`config.mk`:
```
export PLATFORM = sky130hd
export DESIGN_NAME = mem_access
export DESIGN_NICKNAME = d
export VERILOG_FILES = /design/src/rtl/mem_access.sv
export SDC_FILE = /design/constraint.sdc
export NUM_CORES = 1
export LEC_CHECK = 0
export BUFFER_PORTS_ARGS = -buffer_cell sky130_fd_sc_hd__buf_2
export CAP_MARGIN = 40
export CORE_MARGIN = 5
export CORE_UTILIZATION = 46
export CTS_CLUSTER_SIZE = 8
export DETAILED_ROUTE_END_ITERATION = 6
export PLACE_DENSITY = 0.77
export SKIP_CTS_REPAIR_TIMING = 1
export SYNTH_ARGS = -nofsm -noshare
export SYNTH_HDL_FRONTEND = slang
export SYNTH_SLANG_ARGS = --single-unit
```
`constraint.sdc`:
```
create_clock -name clk -period 1.85 [get_ports clk]
set_input_delay 0.185 -clock clk [delete_from_list [all_inputs] [get_ports clk]]
set_output_delay 0.185 -clock clk [all_outputs]
set_load 0.005 [all_outputs]
```
`src/rtl/mem_access.sv`:
```
// Memory stage: issues loads/stores on a req/gnt/rvalid bus, stalls upstream while busy, registers MEM/WB.
// Optional bus watchdog enabled by defining MEM_TIMEOUT_EN (aborts after TIMEOUT_CYCLES, pulses buserr_o).
module mem_access #(
  parameter logic [7:0]  OP_LB          = 8'hE0,
  parameter logic [7:0]  OP_LH          = 8'hE1,
  parameter logic [7:0]  OP_LW          = 8'hE2,
  parameter logic [7:0]  OP_LBU         = 8'hE3,
  parameter logic [7:0]  OP_LHU         = 8'hE4,
  parameter logic [7:0]  OP_SB          = 8'hE8,
  parameter logic [7:0]  OP_SH          = 8'hE9,
  parameter logic [7:0]  OP_SW          = 8'hEA,
  parameter int unsigned TIMEOUT_CYCLES = 255
) (
  input  logic        clk,
  input  logic        rst,
  input  logic [7:0]  aluop_i,
  input  logic [31:0] mem_addr_i,
  input  logic [31:0] reg2_i,
  input  logic [4:0]  wd_i,
  input  logic        wreg_i,
  input  logic [31:0] wdata_i,
  output logic        mem_req_o,
  output logic        mem_we_o,
  output logic [31:0] mem_addr_o,
  output logic [3:0]  mem_be_o,
  output logic [31:0] mem_wdata_o,
  input  logic        mem_gnt_i,
  input  logic        mem_rvalid_i,
  input  logic [31:0] mem_rdata_i,
  output logic [4:0]  wd_o,
  output logic        wreg_o,
  output logic [31:0] wdata_o,
  output logic        stallreq_o,
  output logic        misalign_o,
  output logic        buserr_o
);

  typedef enum logic [1:0] {IDLE, REQ, WAIT, DONE} state_e;

  state_e      state_q, state_d;
  logic [31:0] addr_q, addr_d;
  logic        we_q, we_d;
  logic [3:0]  be_q, be_d;
  logic [31:0] bwdata_q, bwdata_d;
  logic [7:0]  op_q, op_d;
  logic [1:0]  off_q, off_d;
  logic [31:0] ld_q, ld_d;
  logic [4:0]  wd_q, wd_d;
  logic        wreg_q, wreg_d;
  logic [31:0] wdata_q, wdata_d;
  logic        misalign_q, misalign_d;
  logic        abort_q, abort_d;
  logic        timeout;

  logic        is_load, is_store, is_mem, sz_b, sz_h, misaligned;
  logic [3:0]  be_calc;
  logic [31:0] st_data;

  function automatic logic [31:0] extract(input logic [7:0] op, input logic [1:0] off,
                                          input logic [31:0] d);
    logic [7:0]  b;
    logic [15:0] h;
    case (off)
      2'd0:    b = d[7:0];
      2'd1:    b = d[15:8];
      2'd2:    b = d[23:16];
      default: b = d[31:24];
    endcase
    h = off[1] ? d[31:16] : d[15:0];
    if (op == OP_LB)       extract = {{24{b[7]}}, b};
    else if (op == OP_LBU) extract = {24'h0, b};
    else if (op == OP_LH)  extract = {{16{h[15]}}, h};
    else if (op == OP_LHU) extract = {16'h0, h};
    else                   extract = d;
  endfunction

  always_comb begin
    is_load  = 1'b0;
    is_store = 1'b0;
    sz_b     = 1'b0;
    sz_h     = 1'b0;
    case (aluop_i)
      OP_LB, OP_LBU: begin is_load = 1'b1;  sz_b = 1'b1; end
      OP_LH, OP_LHU: begin is_load = 1'b1;  sz_h = 1'b1; end
      OP_LW:         is_load = 1'b1;
      OP_SB:         begin is_store = 1'b1; sz_b = 1'b1; end
      OP_SH:         begin is_store = 1'b1; sz_h = 1'b1; end
      OP_SW:         is_store = 1'b1;
      default:       ;
    endcase
    is_mem     = is_load | is_store;
    misaligned = (sz_h & mem_addr_i[0]) | (~sz_b & ~sz_h & (mem_addr_i[1:0] != 2'b00));
    if (sz_b) begin
      be_calc = 4'b0001 << mem_addr_i[1:0];
      st_data = {4{reg2_i[7:0]}};
    end else if (sz_h) begin
      be_calc = mem_addr_i[1] ? 4'b1100 : 4'b0011;
      st_data = {2{reg2_i[15:0]}};
    end else begin
      be_calc = 4'hF;
      st_data = reg2_i;
    end
  end

  always_comb begin
    state_d    = state_q;
    addr_d     = addr_q;
    we_d       = we_q;
    be_d       = be_q;
    bwdata_d   = bwdata_q;
    op_d       = op_q;
    off_d      = off_q;
    ld_d       = ld_q;
    wd_d       = wd_q;
    wreg_d     = wreg_q;
    wdata_d    = wdata_q;
    misalign_d = 1'b0;
    abort_d    = 1'b0;
    stallreq_o = 1'b0;
    unique case (state_q)
      IDLE: begin
        if (!is_mem) begin
          wd_d    = wd_i;
          wreg_d  = wreg_i;
          wdata_d = wdata_i;
        end else if (misaligned) begin
          wreg_d     = 1'b0;
          misalign_d = 1'b1;
        end else begin
          stallreq_o = 1'b1;
          wreg_d     = 1'b0;
          addr_d     = {mem_addr_i[31:2], 2'b00};
          we_d       = is_store;
          be_d       = be_calc;
          bwdata_d   = st_data;
          op_d       = aluop_i;
          off_d      = mem_addr_i[1:0];
          state_d    = REQ;
        end
      end
      REQ: begin
        stallreq_o = 1'b1;
        wreg_d     = 1'b0;
        if (mem_gnt_i) begin
          if (we_q) begin
            state_d = DONE;
          end else if (mem_rvalid_i) begin
            ld_d    = extract(op_q, off_q, mem_rdata_i);
            state_d = DONE;
          end else begin
            state_d = WAIT;
          end
        end else if (timeout) begin
          abort_d = 1'b1;
          state_d = DONE;
        end
      end
      WAIT: begin
        stallreq_o = 1'b1;
        wreg_d     = 1'b0;
        if (mem_rvalid_i) begin
          ld_d    = extract(op_q, off_q, mem_rdata_i);
          state_d = DONE;
        end else if (timeout) begin
          abort_d = 1'b1;
          state_d = DONE;
        end
      end
      DONE: begin
        wreg_d  = 1'b0;
        state_d = IDLE;
        if (!we_q && !abort_q) begin
          wd_d    = wd_i;
          wreg_d  = 1'b1;
          wdata_d = ld_q;
        end
      end
    endcase
    // An idle decode must not request a stall while reset holds the stage.
    if (!rst) stallreq_o = 1'b0;
  end

`ifdef MEM_TIMEOUT_EN
  localparam int unsigned CNT_W = (TIMEOUT_CYCLES > 255) ? $clog2(TIMEOUT_CYCLES + 1) : 8;
  logic [CNT_W-1:0] cnt_q, cnt_d;

  // Held at zero while idle so every access starts counting from its first REQ cycle.
  always_comb begin
    cnt_d = cnt_q;
    if (state_q == IDLE)                          cnt_d = '0;
    else if (state_q == REQ || state_q == WAIT)   cnt_d = cnt_q + 1'b1;
  end

  assign timeout  = (state_q == REQ || state_q == WAIT) && (cnt_d >= CNT_W'(TIMEOUT_CYCLES));
  assign buserr_o = abort_q;

  always_ff @(posedge clk or negedge rst) begin
    if (!rst) cnt_q <= '0;
    else      cnt_q <= cnt_d;
  end
`else
  logic unused_timeout_cfg;
  assign unused_timeout_cfg = (TIMEOUT_CYCLES != 0);
  assign timeout  = 1'b0;
  assign buserr_o = 1'b0;
`endif

  always_ff @(posedge clk or negedge rst) begin
    if (!rst) begin
      state_q    <= IDLE;
      addr_q     <= '0;
      we_q       <= 1'b0;
      be_q       <= '0;
      bwdata_q   <= '0;
      op_q       <= '0;
      off_q      <= '0;
      ld_q       <= '0;
      wd_q       <= '0;
      wreg_q     <= 1'b0;
      wdata_q    <= '0;
      misalign_q <= 1'b0;
      abort_q    <= 1'b0;
    end else begin
      state_q    <= state_d;
      addr_q     <= addr_d;
      we_q       <= we_d;
      be_q       <= be_d;
      bwdata_q   <= bwdata_d;
      op_q       <= op_d;
      off_q      <= off_d;
      ld_q       <= ld_d;
      wd_q       <= wd_d;
      wreg_q     <= wreg_d;
      wdata_q    <= wdata_d;
      misalign_q <= misalign_d;
      abort_q    <= abort_d;
    end
  end

  assign mem_req_o   = (state_q == REQ);
  assign mem_we_o    = we_q;
  assign mem_addr_o  = addr_q;
  assign mem_be_o    = be_q;
  assign mem_wdata_o = bwdata_q;
  assign wd_o        = wd_q;
  assign wreg_o      = wreg_q;
  assign wdata_o     = wdata_q;
  assign misalign_o  = misalign_q;

endmodule
```
[Word-level counts from Yosys, hierarchy flattened]
Index checks and enable logic that the tools add are counted.
Storage, ports and cells
  register bits: 150
  bits of input ports: 146
  output and inout bits: 111
  word-level logic and storage cells: 102
Cells by class
  equality and inequality tests: 24
  shifts and indexed selects: 1
  multiplexer cells: 42
  bitwise gates (word level): 8
  reduce and logical (&&, ||, !) cells: 15
Operator list (number)
  32-bit two-way mux: 11
  32-bit one-hot mux with 2 select lines: 2
  8-bit equality test, second input constant: 12
  8-bit one-hot mux with 3 select lines: 1
  16-bit two-way mux: 1
  1-bit two-way mux: 14
  4-bit two-way mux: 3
  2-bit != test, second input constant: 6
  5-bit two-way mux: 2
  5-bit one-hot mux with 2 select lines: 1
  3-bit AND reduction: 3
  3-bit OR reduction: 3
  2-bit two-way mux: 4
  2-bit one-hot mux with 4 select lines: 1
  2-bit equality test, second input constant: 3
  2-bit nonzero test: 3
  5-bit OR reduction: 1
  2-bit by 1-bit equality test with 1-bit output, second input constant: 2
  2-bit logical NOT: 2
  4-bit AND reduction: 1
  1-bit by 2-bit << shifter with 4-bit output, first input constant: 1
  1-bit AND: 3
  1-bit NOT: 3
  1-bit one-hot mux with 3 select lines: 1
  other kinds (5): 6

[Longest topological paths before layout]
Gate-level depths: netlist (run 1).
  depth after elaboration: 11
  mapped depth: 9
  depth with buffers taken out: 7

[Worst setup path after synthesis (run 1)]
OpenSTA, ideal clock, no wires.
  path kind: reg-to-reg
  from: register op_q[1]
  to: register ld_q[10]
  setup time: 0.140 ns
  arrival time: 1.790 ns
  data required time: 1.710 ns
  slack: -0.080 ns
  cell stages (with the launch flop): 7
  path buffers: 1
  period minus slack after synthesis: 1.930 ns
  cells stage by stage: dfrtp_1 or3b_4 nor4b_4 buf_6 mux2_2 nand2_1 a21oi_1
Between the ends
  longest elaborated chain between the ends: 9
  elaborated cells between the ends (all ways): 12
  classes of those cells: 4 x eq/ne; 8 x mux
Ends and longest elaborated chain
  from (decl): line 45  | logic [7:0] op_q, op_d;
  from (signal assigned): line 229  | op_q <= op_d;
  8-bit equality test: line 73  | else if (op == OP_LHU) extract = {16'h0, h};
  32-bit two-way mux: line 73
  32-bit two-way mux: line 72  | else if (op == OP_LH) extract = {{16{h[15]}}, h};
  32-bit two-way mux: line 71  | else if (op == OP_LBU) extract = {24'h0, b};
  32-bit two-way mux (*): line 70  | if (op == OP_LB) extract = {{24{b[7]}}, b};
  32-bit two-way mux (*): line 147  | end else if (mem_rvalid_i) begin
  32-bit two-way mux: line 145  | if (we_q) begin
  32-bit two-way mux: line 144  | if (mem_gnt_i) begin
  32-bit one-hot mux with 2 select lines (*): line 120  | unique case (state_q)
  to (signal assigned): line 231  | ld_q <= ld_d;
  to (decl): line 47  | logic [31:0] ld_q, ld_d;
Mark *: on every way between the ends. The rest lies on a longest branch, timed or not. The select of a mux whose other input is x is not followed.
A chain may end at the register's enable or synchronous reset.

[Worst setup path in the final report (run 1)]
  from: register state_q[0]
  to: output port stallreq_o
Between the ends
  longest elaborated chain between the ends: 4
  elaborated cells between the ends (all ways): 6
  classes of those cells: 2 x eq/ne; 2 x mux; 2 x reduce/logical
Ends and longest elaborated chain
  from (decl): line 40  | state_e state_q, state_d;
  from (signal assigned): line 224  | state_q <= state_d;
  2-bit by 1-bit equality test with 1-bit output / 2-bit equality test (equally long branches): line 120
  2-bit OR reduction (no source line)
  1-bit one-hot mux with 2 select lines (*): line 120
  1-bit two-way mux (*): line 180  | if (!rst) stallreq_o = 1'b0;
  to (decl): line 33  | output logic stallreq_o,
Mark *: on every way between the ends. The rest lies on a longest branch, timed or not.

==> results.ini, run 1 <==
[outcome]
status=finished, violations left
violations=negative hold slack, negative setup slack

[floorplan]
die_h_um=137
io_pins=257
core_um2=15900
floorplan.die_area_um2=18900
initial_core_util=0.469
die_w_um=137
rows=46

[sta]
final.setup.worst_slack_ns=-0.0651
tns_ns=-0.137
whs_ns=-0.000681
fmax_ghz=0.522
setup_viol=3
hold_violations=1
rsz0062_at_grt=true
min_period_ns=1.92
drv_slew=0
fin_crit_sh=1.04
skew_ns=0.00847

[worst_setup_path]
cp.required_ns=1.66
path_cells=inv_2, ha_4, o311a_4, buf_12, o211a_1, buf_2
path_max_fanout=15
max_stage_delay_ns=0.42
crit_path_start_kind=flop
path_class=flop to output pin
end_kind=output pin
r2r_start=op_q[1]$_DFFE_PN0P_
critical_path.slowest_cell=dfrtp_1
arrival_ns=1.73
startpoint=state_q[0]$_DFFE_PN0P_

[clock_network]
cts_root_buf=clkbuf_16
clock_path_buffers=2
clock_latency_ns=0.42
clk_pin_slew_ns=0.06
cts_tree=done
htree_levels=4
numCtsBuffers=17
clock_sinks=150

[layout]
layout-drive-gt1-share=0.533
fill_cells=1242
fin_cells=1160
regArea_um2=3750
nets=1081
multi_input_area_um2=3540
fin_area_um2=10300
area_growth_pct=37.7

[power_and_ir_drop]
power.density_nw_per_um2=1430
power_leakage_uw=0.00501
irDropWorstVdd_uv=683

[synthesis]
synthFlopType=dfrtp_1
syn_area_per_cell_um2=12.0
ys_warn_count=0
synth-async-reset-ratio=1.00
yosysTopAreaCell=dfrtp_1
synthCells=622
synth_edf_count=0
ys_seq_area_frac=0.503
synth.top_cell.area_share=0.503
synthTopCellsByArea=dfrtp_1, mux2_2, a21oi_1, mux4_2, mux2i_1
synth-seq-cells=150
syn-cell-area_um2=7460
synth.distinct_cells=52

[global_route]
antenna_found_initial=2
grt_pass1_vias=6132
grt_max_degree=80
grt_overflow_total=0
grt_usage=0.211
grt_pass1_wl_mm=31.1

[job]
cap_violations=0

[routing]
viasPerCell=5.27
drt-total-wl_mm=20.5
antenna_left=0
detail_route.wl_per_cell_um=17.7
vias=6113
first_iter_violations=186
drcViolationCount=0
firstDrtPassIters=4

[placement]
place_inst=1093
gp_congestion=0.866
placed_cell_area_um2=9220
dp_hpwl_mm=14.7
port_buffers=253

[min_path]
min_path_type=input pin to flop
worstHoldStart=mem_addr_i[4]

## cell usage after synthesis (2+ instances only)
| master | count |
|---|---|
| mux4_2 | 8 |
| nand2b_1 | 13 |
| nor2b_1 | 26 |
| nor2_1 | 42 |
| or2_2 | 3 |
| mux2i_1 | 17 |
| nand2_1 | 32 |
| a21oi_1 | 36 |
| a31oi_1 | 9 |
| nor3_2 | 2 |
| a211oi_1 | 11 |
| o221ai_1 | 16 |
| o21ai_1 | 6 |
| nor4_1 | 2 |
| a21boi_0 | 2 |
| ha_1 | 5 |
| buf_1 | 2 |
| mux2_1 | 4 |
| buf_2 | 13 |
| o22ai_1 | 2 |
| buf_6 | 9 |
| buf_4 | 9 |
| clkbuf_1 | 12 |
| nand3_1 | 2 |
| o22a_1 | 4 |
| inv_1 | 10 |
| dfrtp_1 | 150 |
| and2_1 | 3 |
| o21ai_0 | 22 |
| nand3b_1 | 3 |
| mux2_2 | 126 |
## worst max-delay path, delay by kind of cell, from the launching register on
| kind | cells | cell delay, ns |
|---|---|---|
| DFF | 1 | 0.42 |
| AOI/OAI and AO/OA | 2 | 0.35 |
| buffers and inverters | 3 | 0.36 |
| adders and majority gates | 1 | 0.17 |
## layer usage
metal / part of all wire / wire (µm) / GRT usage
met4: 0.021 / 430 / 0.0826
met3: 0.085 / 1750 / 0.0650
met2: 0.49 / 10000 / 0.338
met1: 0.40 / 8300 / 0.267
met5: 0.00097 / 20 / 0
## path summary, 6_finish.rpt
| check | end | slack [ns] | cells past startpoint |
|---|---|---|---|
| max in group asynchronous | op_q[1]$_DFFE_PN0P_ | 1.11 | 3 |
| max reg2reg | ld_q[7]$_DFFE_PN0P_ | -0.05 | 7 |
| min reg2reg | op_q[6]$_DFFE_PN0P_ | 0.49 | 1 |
| min in group asynchronous | state_q[1]$_DFFE_PN0P_ | 0.34 | 3 |
| max | stallreq_o | -0.07 | 6 |
| min | mem_addr_o[4]$_DFFE_PN0P_ | -0.0007 | 2 |
## logic make-up (layout without fill, tap and decap cells)
| logic type | Yosys count | count (layout) | share of synthesized area |
|---|---|---|---|
| flops | 150 | 150 | 0.503 |
| buf+inv | 55 | 374 | 0.0435 |
| simple gates | 135 | 135 | 0.0936 |
| fa+ha+maj | 5 | 5 | 0.00839 |
| compound gates | 120 | 120 | 0.106 |
| other cells | 1 | 4 | 0.000503 |
| mux | 155 | 155 | 0.243 |
| xor+xnor | 1 | 1 | 0.00117 |
## cell type report
type	count	area share
flip-flops and latches	150	0.366
clock inverters	10	0.0118
inverters	10	0.00366
diodes	1	0.000244
clock buffers	22	0.0443
multi-input cells	419	0.345
well taps	216	0.0263
repair buffers	332	0.202
## state kept, by name, summed over array words and instances, names as in the netlist
register,count
mem_addr_o,30
misalign_o,1
op_q,8
ld_q,32
wd_o,5
off_q,2
mem_wdata_o,32
mem_we_o,1
wdata_o,32
mem_be_o,4
wreg_o,1
state_q,2
## cell usage in the layout, fill, tap and decap left out, types with 10 or more instances in the layout
master / count
dfrtp_1: 149
mux2i_1: 17
clkbuf_16: 17
nor2_1: 42
o21ai_1: 11
buf_2: 252
a211oi_1: 10
nor2b_1: 25
a21oi_1: 28
mux2_2: 119
nand2b_1: 13
o21ai_0: 17
buf_4: 36
nand2_1: 24
buf_12: 10
o221ai_1: 15
dlygate4sd3_1: 29
## metrics by stage
stage / util / power [µW] / setup slack (ns)
after floorplan: - / 8770 / -0.0738
after global placement: 0.580 / 10900 / -0.0198
after detailed placement: 0.580 / 11100 / -0.0499
after CTS: 0.617 / 14600 / -0.414
after global routing: 0.646 / 15500 / -0.125
final: 0.646 / 14600 / -0.0651
## where the power goes
group | internal (µW) | switching (µW) | leakage, µW
Clock | 2030 | 1400 | 0.000268
Combinational | 3210 | 2500 | 0.00287
Sequential | 4700 | 784 | 0.00187
Power figures use the tool's default switching activity.
==> inputs of run 2 (changes only) <==
- TNS_END_PERCENT: unset -> 1
==> run 2 against run 1 <==
The flow now finishes without violations. Sequential share of layout area down 0.24 points. Clock skew grew 0.0036 ns. Power increased by 1.5%. Critical path depth stayed put. Clock-buffer cell count is the same. Critical path type is now flop to flop. Maximum frequency is 3.8% higher. Final cell count rose by 0.52%. Worst setup slack better by 0.070 ns.
==> results.ini, run 2 (same netlist as run 1, synthesis figures left out) <==
[layout]
fin_cells=1166
layout-drive-gt1-share=0.530
layout.cells.most_common=buf_2
area_growth_pct=38.5
final_cell_mix=buf_2, dfrtp_1, mux2_2, buf_4, nor2_1
nets=1087
post-route-util=0.650
fill_cells=1241

[power_and_ir_drop]
switchingPower_uw=4670
power.internal_uw=10200
power_frac_seq=0.369
power.density_nw_per_um2=1440
irDropWorstVdd_uv=761
pwr-share-comb=0.389
power_leakage_uw=0.00506
p_clk_frac=0.243
p_sw_frac=0.314

[worst_setup_path]
crit_path_start_kind=flop
r2r_start=op_q[3]$_DFFE_PN0P_
path_max_fanout=14
cp.required_ns=2.16
path_cells=or3b_4, nor4b_4, buf_12, mux2_2, nand2_1, a21oi_1
path_class=flop to flop
end_kind=flop
reg2reg_depth=6
arrival_ns=2.15
timing.rr.end=ld_q[10]$_DFFE_PN0P_
r2r_slack_ns=0.005
max_stage_delay_ns=0.40
critical_path.slowest_cell=dfrtp_1

[outcome]
status=completed

[min_path]
worstHoldStart=mem_addr_i[13]
min_to=mem_addr_o[13]$_DFFE_PN0P_
min_path_cells=2
min_path_type=input pin to flop

[clock_network]
cts_root_buf=clkbuf_16
clock_path_buffers=2
clock_sinks=150
cts_tree=done
htree_levels=4
numCtsBuffers=17
clk_pin_slew_ns=0.07
clock_latency_ns=0.42

[floorplan]
floorplan.die_area_um2=18900
rows=46
initial_core_util=0.469
core_um2=15900
io_pins=257
die_h_um=137
die_w_um=137

[sta]
rsz0062_at_grt=true
min_period_ns=1.84
drv_slew=0
setup_viol=0
fmax_ghz=0.542
skew_ns=0.0120
hold_violations=0
fin_crit_sh=0.997

[routing]
drt-total-wl_mm=20.4
viasPerCell=5.19
first_iter_violations=298
drcViolationCount=0
firstDrtPassIters=5
detail_route.wl_per_cell_um=17.5
vias=6047
antenna_left=0

[placement]
place_inst=1102
gp_congestion=0.898
port_buffers=253
dp_hpwl_mm=14.5

[global_route]
grt_max_degree=86
antenna_found_initial=1
grt_overflow_total=0
grt_pass1_wl_mm=31.4
grt_usage=0.212
grt_pass1_vias=6044

[job]
cap_violations=0

## run 2: routing by layer
layer  global-route usage  vias to the layer above  part of all wire
met5                    0                        -                 0
met4               0.0538                        0             0.015
met3               0.0687                       23             0.071
met2                0.341                      221              0.48
met1                0.279                     2932              0.43
li1                     -                     2871                 -
## run 2: worst max-delay path by stage
| stage | from | endpoint | slack [ns] | depth (start not counted) |
|---|---|---|---|---|
| 2_1_floorplan | op_q[1]$_DFFE_PN0P_ | ld_q[10]$_DFFE_PN0P_ | -0.08 | 6 |
| 3_3_place_gp | aluop_i[0] | mem_addr_o[22]$_DFFE_PN0P_ | -0.01 | 6 |
| 3_5_place_dp | aluop_i[0] | mem_addr_o[21]$_DFFE_PN0P_ | -0.03 | 6 |
| 4_1_cts | state_q[0]$_DFFE_PN0P_ | stallreq_o | -0.21 | 6 |
| 5_1_grt | state_q[0]$_DFFE_PN0P_ | stallreq_o | -0.08 | 6 |
| 6_report | op_q[3]$_DFFE_PN0P_ | ld_q[10]$_DFFE_PN0P_ | 0.005 | 6 |
## run 2: metrics by stage
step / area, µm² / total power [µW] / worst slack [ns] / hold WS [ns] / TNS (ns)
floorplan: 7460 / 8750 / -0.0801 / -0.111 / -1.20
global placement: 9300 / 11000 / -0.0138 / 0.0522 / -0.304
detailed placement: 9300 / 11200 / -0.0270 / 0.0521 / -0.584
CTS: 9910 / 14900 / -0.215 / -0.394 / -0.251
global route: 10300 / 15900 / -0.0770 / 0.00171 / -0.457
finish: 10300 / 14900 / 0.00540 / 0.00442 / 0
## run 2: area by class of cell
type | instances | area, µm² | area share
antenna | 1 | 2.50 | 0.000242
clock buffer | 22 | 464 | 0.0449
clock inverter | 10 | 144 | 0.0139
inverter | 10 | 37.5 | 0.00363
multi-input combinational | 419 | 3520 | 0.341
sequential | 150 | 3750 | 0.363
tap | 216 | 270 | 0.0262
timing repair buffer | 338 | 2140 | 0.207
## run 2: power groups by stage
stage | registers (µW) | logic, µW | clock network [µW]
2_1_floorplan | 5450 | 3300 | 0
3_3_place_gp | 5450 | 5550 | 0
5_1_grt | 5650 | 6400 | 3820
4_1_cts | 5470 | 5710 | 3670
3_5_place_dp | 5500 | 5670 | 0
6_report | 5480 | 5770 | 3610
## run 2: worst max-delay path, delay by kind of cell, from the launching register on
kind / cells / cell delay, ns
compound gates: 1 / 0.06
buf+inv: 1 / 0.19
simple gates: 3 / 0.73
mux: 1 / 0.34
flops: 1 / 0.40
==> inputs of run 3 (changes only) <==
- CAP_MARGIN: 40 -> 30
- CORE_UTILIZATION: 46 -> 48
- clock period: 1.85 -> 1.7 ns (I/O delays scaled with it)
==> run 3 against run 2 <==
The run now ends with negative setup slack left. Utilization rose by 4.1 points. Wire length grew 4.3%. Worst setup slack worse by 0.16 ns.
==> results.ini, run 3 (same netlist as run 1, synthesis figures left out) <==
[clock_network]
clock_sinks=150
numCtsBuffers=17
htree_levels=4
cts_tree=done
clock_path_buffers=2
clk_pin_slew_ns=0.06
clock_latency_ns=0.42
cts_root_buf=clkbuf_16

[job]
cap_violations=0

[layout]
area_growth_pct=40.8
fill_cells=1092
final_cell_mix=buf_2, dfrtp_1, mux2_2, buf_4, nor2_1
diodes=0
fin_cells=1160
layout-drive-gt1-share=0.533
nets=1110
layout.cells.most_common=buf_2
fin_area_um2=10500

[placement]
dp_hpwl_mm=15.1
place_inst=1086
gp_congestion=0.866
port_buffers=253
placed_cell_area_um2=9330

[worst_setup_path]
r2r_start=op_q[1]$_DFFE_PN0P_
arrival_ns=2.15
reg2reg_depth=7
end_kind=flop
timing.rr.end=ld_q[4]$_DFFE_PN0P_
path_class=flop to flop
crit_path_start_kind=flop
r2r_slack_ns=-0.15
cp.required_ns=1.99
startpoint=op_q[1]$_DFFE_PN0P_
path_max_fanout=16
setup.worst_path.end=ld_q[4]$_DFFE_PN0P_

[floorplan]
floorplan.die_area_um2=18100
die_w_um=135
initial_core_util=0.490
core_um2=15200
io_pins=257
die_h_um=135
rows=45

[outcome]
violations=negative setup slack
status=finished, violations left

[sta]
hold_violations=0
min_period_ns=1.85
setup_viol=44
drv_slew=0
skew_ns=0.0117
final.setup.worst_slack_ns=-0.153
fin_crit_sh=1.09
rsz0062_at_grt=true
fmax_ghz=0.540
whs_ns=0.0255

[global_route]
grt_pass1_wl_mm=32.3
grt_max_degree=65
grt_overflow_total=0
grt_pass1_vias=6332
antenna_found_initial=0
grt_usage=0.223

[routing]
detail_route.wl_per_cell_um=18.3
vias=6212
firstDrtPassIters=4
drcViolationCount=0
first_iter_violations=297
drt-total-wl_mm=21.2
antenna_left=0
viasPerCell=5.36

[min_path]
min_path_type=input pin to flop

[power_and_ir_drop]
irDropWorstVdd_uv=768
power.density_nw_per_um2=1580
power_leakage_uw=0.00521

[run 3: per-stage QoR]
stage	TNS (ns)	util	worst slack, ns	power [µW]
final	-2.59	0.691	-0.153	16500
after global routing	-8.09	0.691	-0.222	17600
after detailed placement	-14.14	0.614	-0.196	12200
after CTS	-6.52	0.654	-0.428	16200
after floorplan	-11.87	-	-0.230	9520
after global placement	-12.44	0.614	-0.168	12000
[run 3: worst max-delay path, stage by stage, from the launching register on]
cell	delay, ns
dfrtp_1	0.37
or3b_4	0.41
nor4b_4	0.27
buf_12	0.19
buf_6	0.12
nor2b_1	0.04
a211oi_1	0.21
o21ai_1	0.11
[run 3: power breakdown]
| part | switching [µW] | internal, µW | leakage, µW | total [µW] |
|---|---|---|---|---|
| Clock | 1550 | 2370 | 0.000296 | 3930 |
| Combinational | 2840 | 3810 | 0.00304 | 6650 |
| Sequential | 863 | 5110 | 0.00187 | 5970 |
| Total | 5250 | 11300 | 0.00521 | 16500 |
[run 3: how the worst min path moves through the flow]
stage	start	end	cells after the start
floorplan	rst	ld_q[0]$_DFFE_PN0P_	0
global placement	rst	wd_o[3]$_DFFE_PN0P_	1
detailed placement	rst	wd_o[3]$_DFFE_PN0P_	1
CTS	rst	wd_o[2]$_DFFE_PN0P_	1
global route	reg2_i[4]	mem_wdata_o[4]$_DFFE_PN0P_	2
finish	reg2_i[1]	mem_wdata_o[1]$_DFFE_PN0P_	2
[run 3: layer usage]
metal	up-vias	track usage	wire [µm]	part of all wire
met2	276	0.368	10500	0.49
li1	2913	-	-	-
met3	29	0.0585	1630	0.077
met1	2994	0.287	8810	0.41
met4	0	0.0764	343	0.016
met5	-	0	0	0
[run 3: final cells by class]
class	count	area [µm²]	area share
clock buffers	19	443	0.0422
clock inverters	13	170	0.0162
inverters	10	37.5	0.00357
multi-input cells	419	3540	0.337
flip-flops and latches	150	3750	0.357
well taps	188	235	0.0224
repair buffers	361	2320	0.221
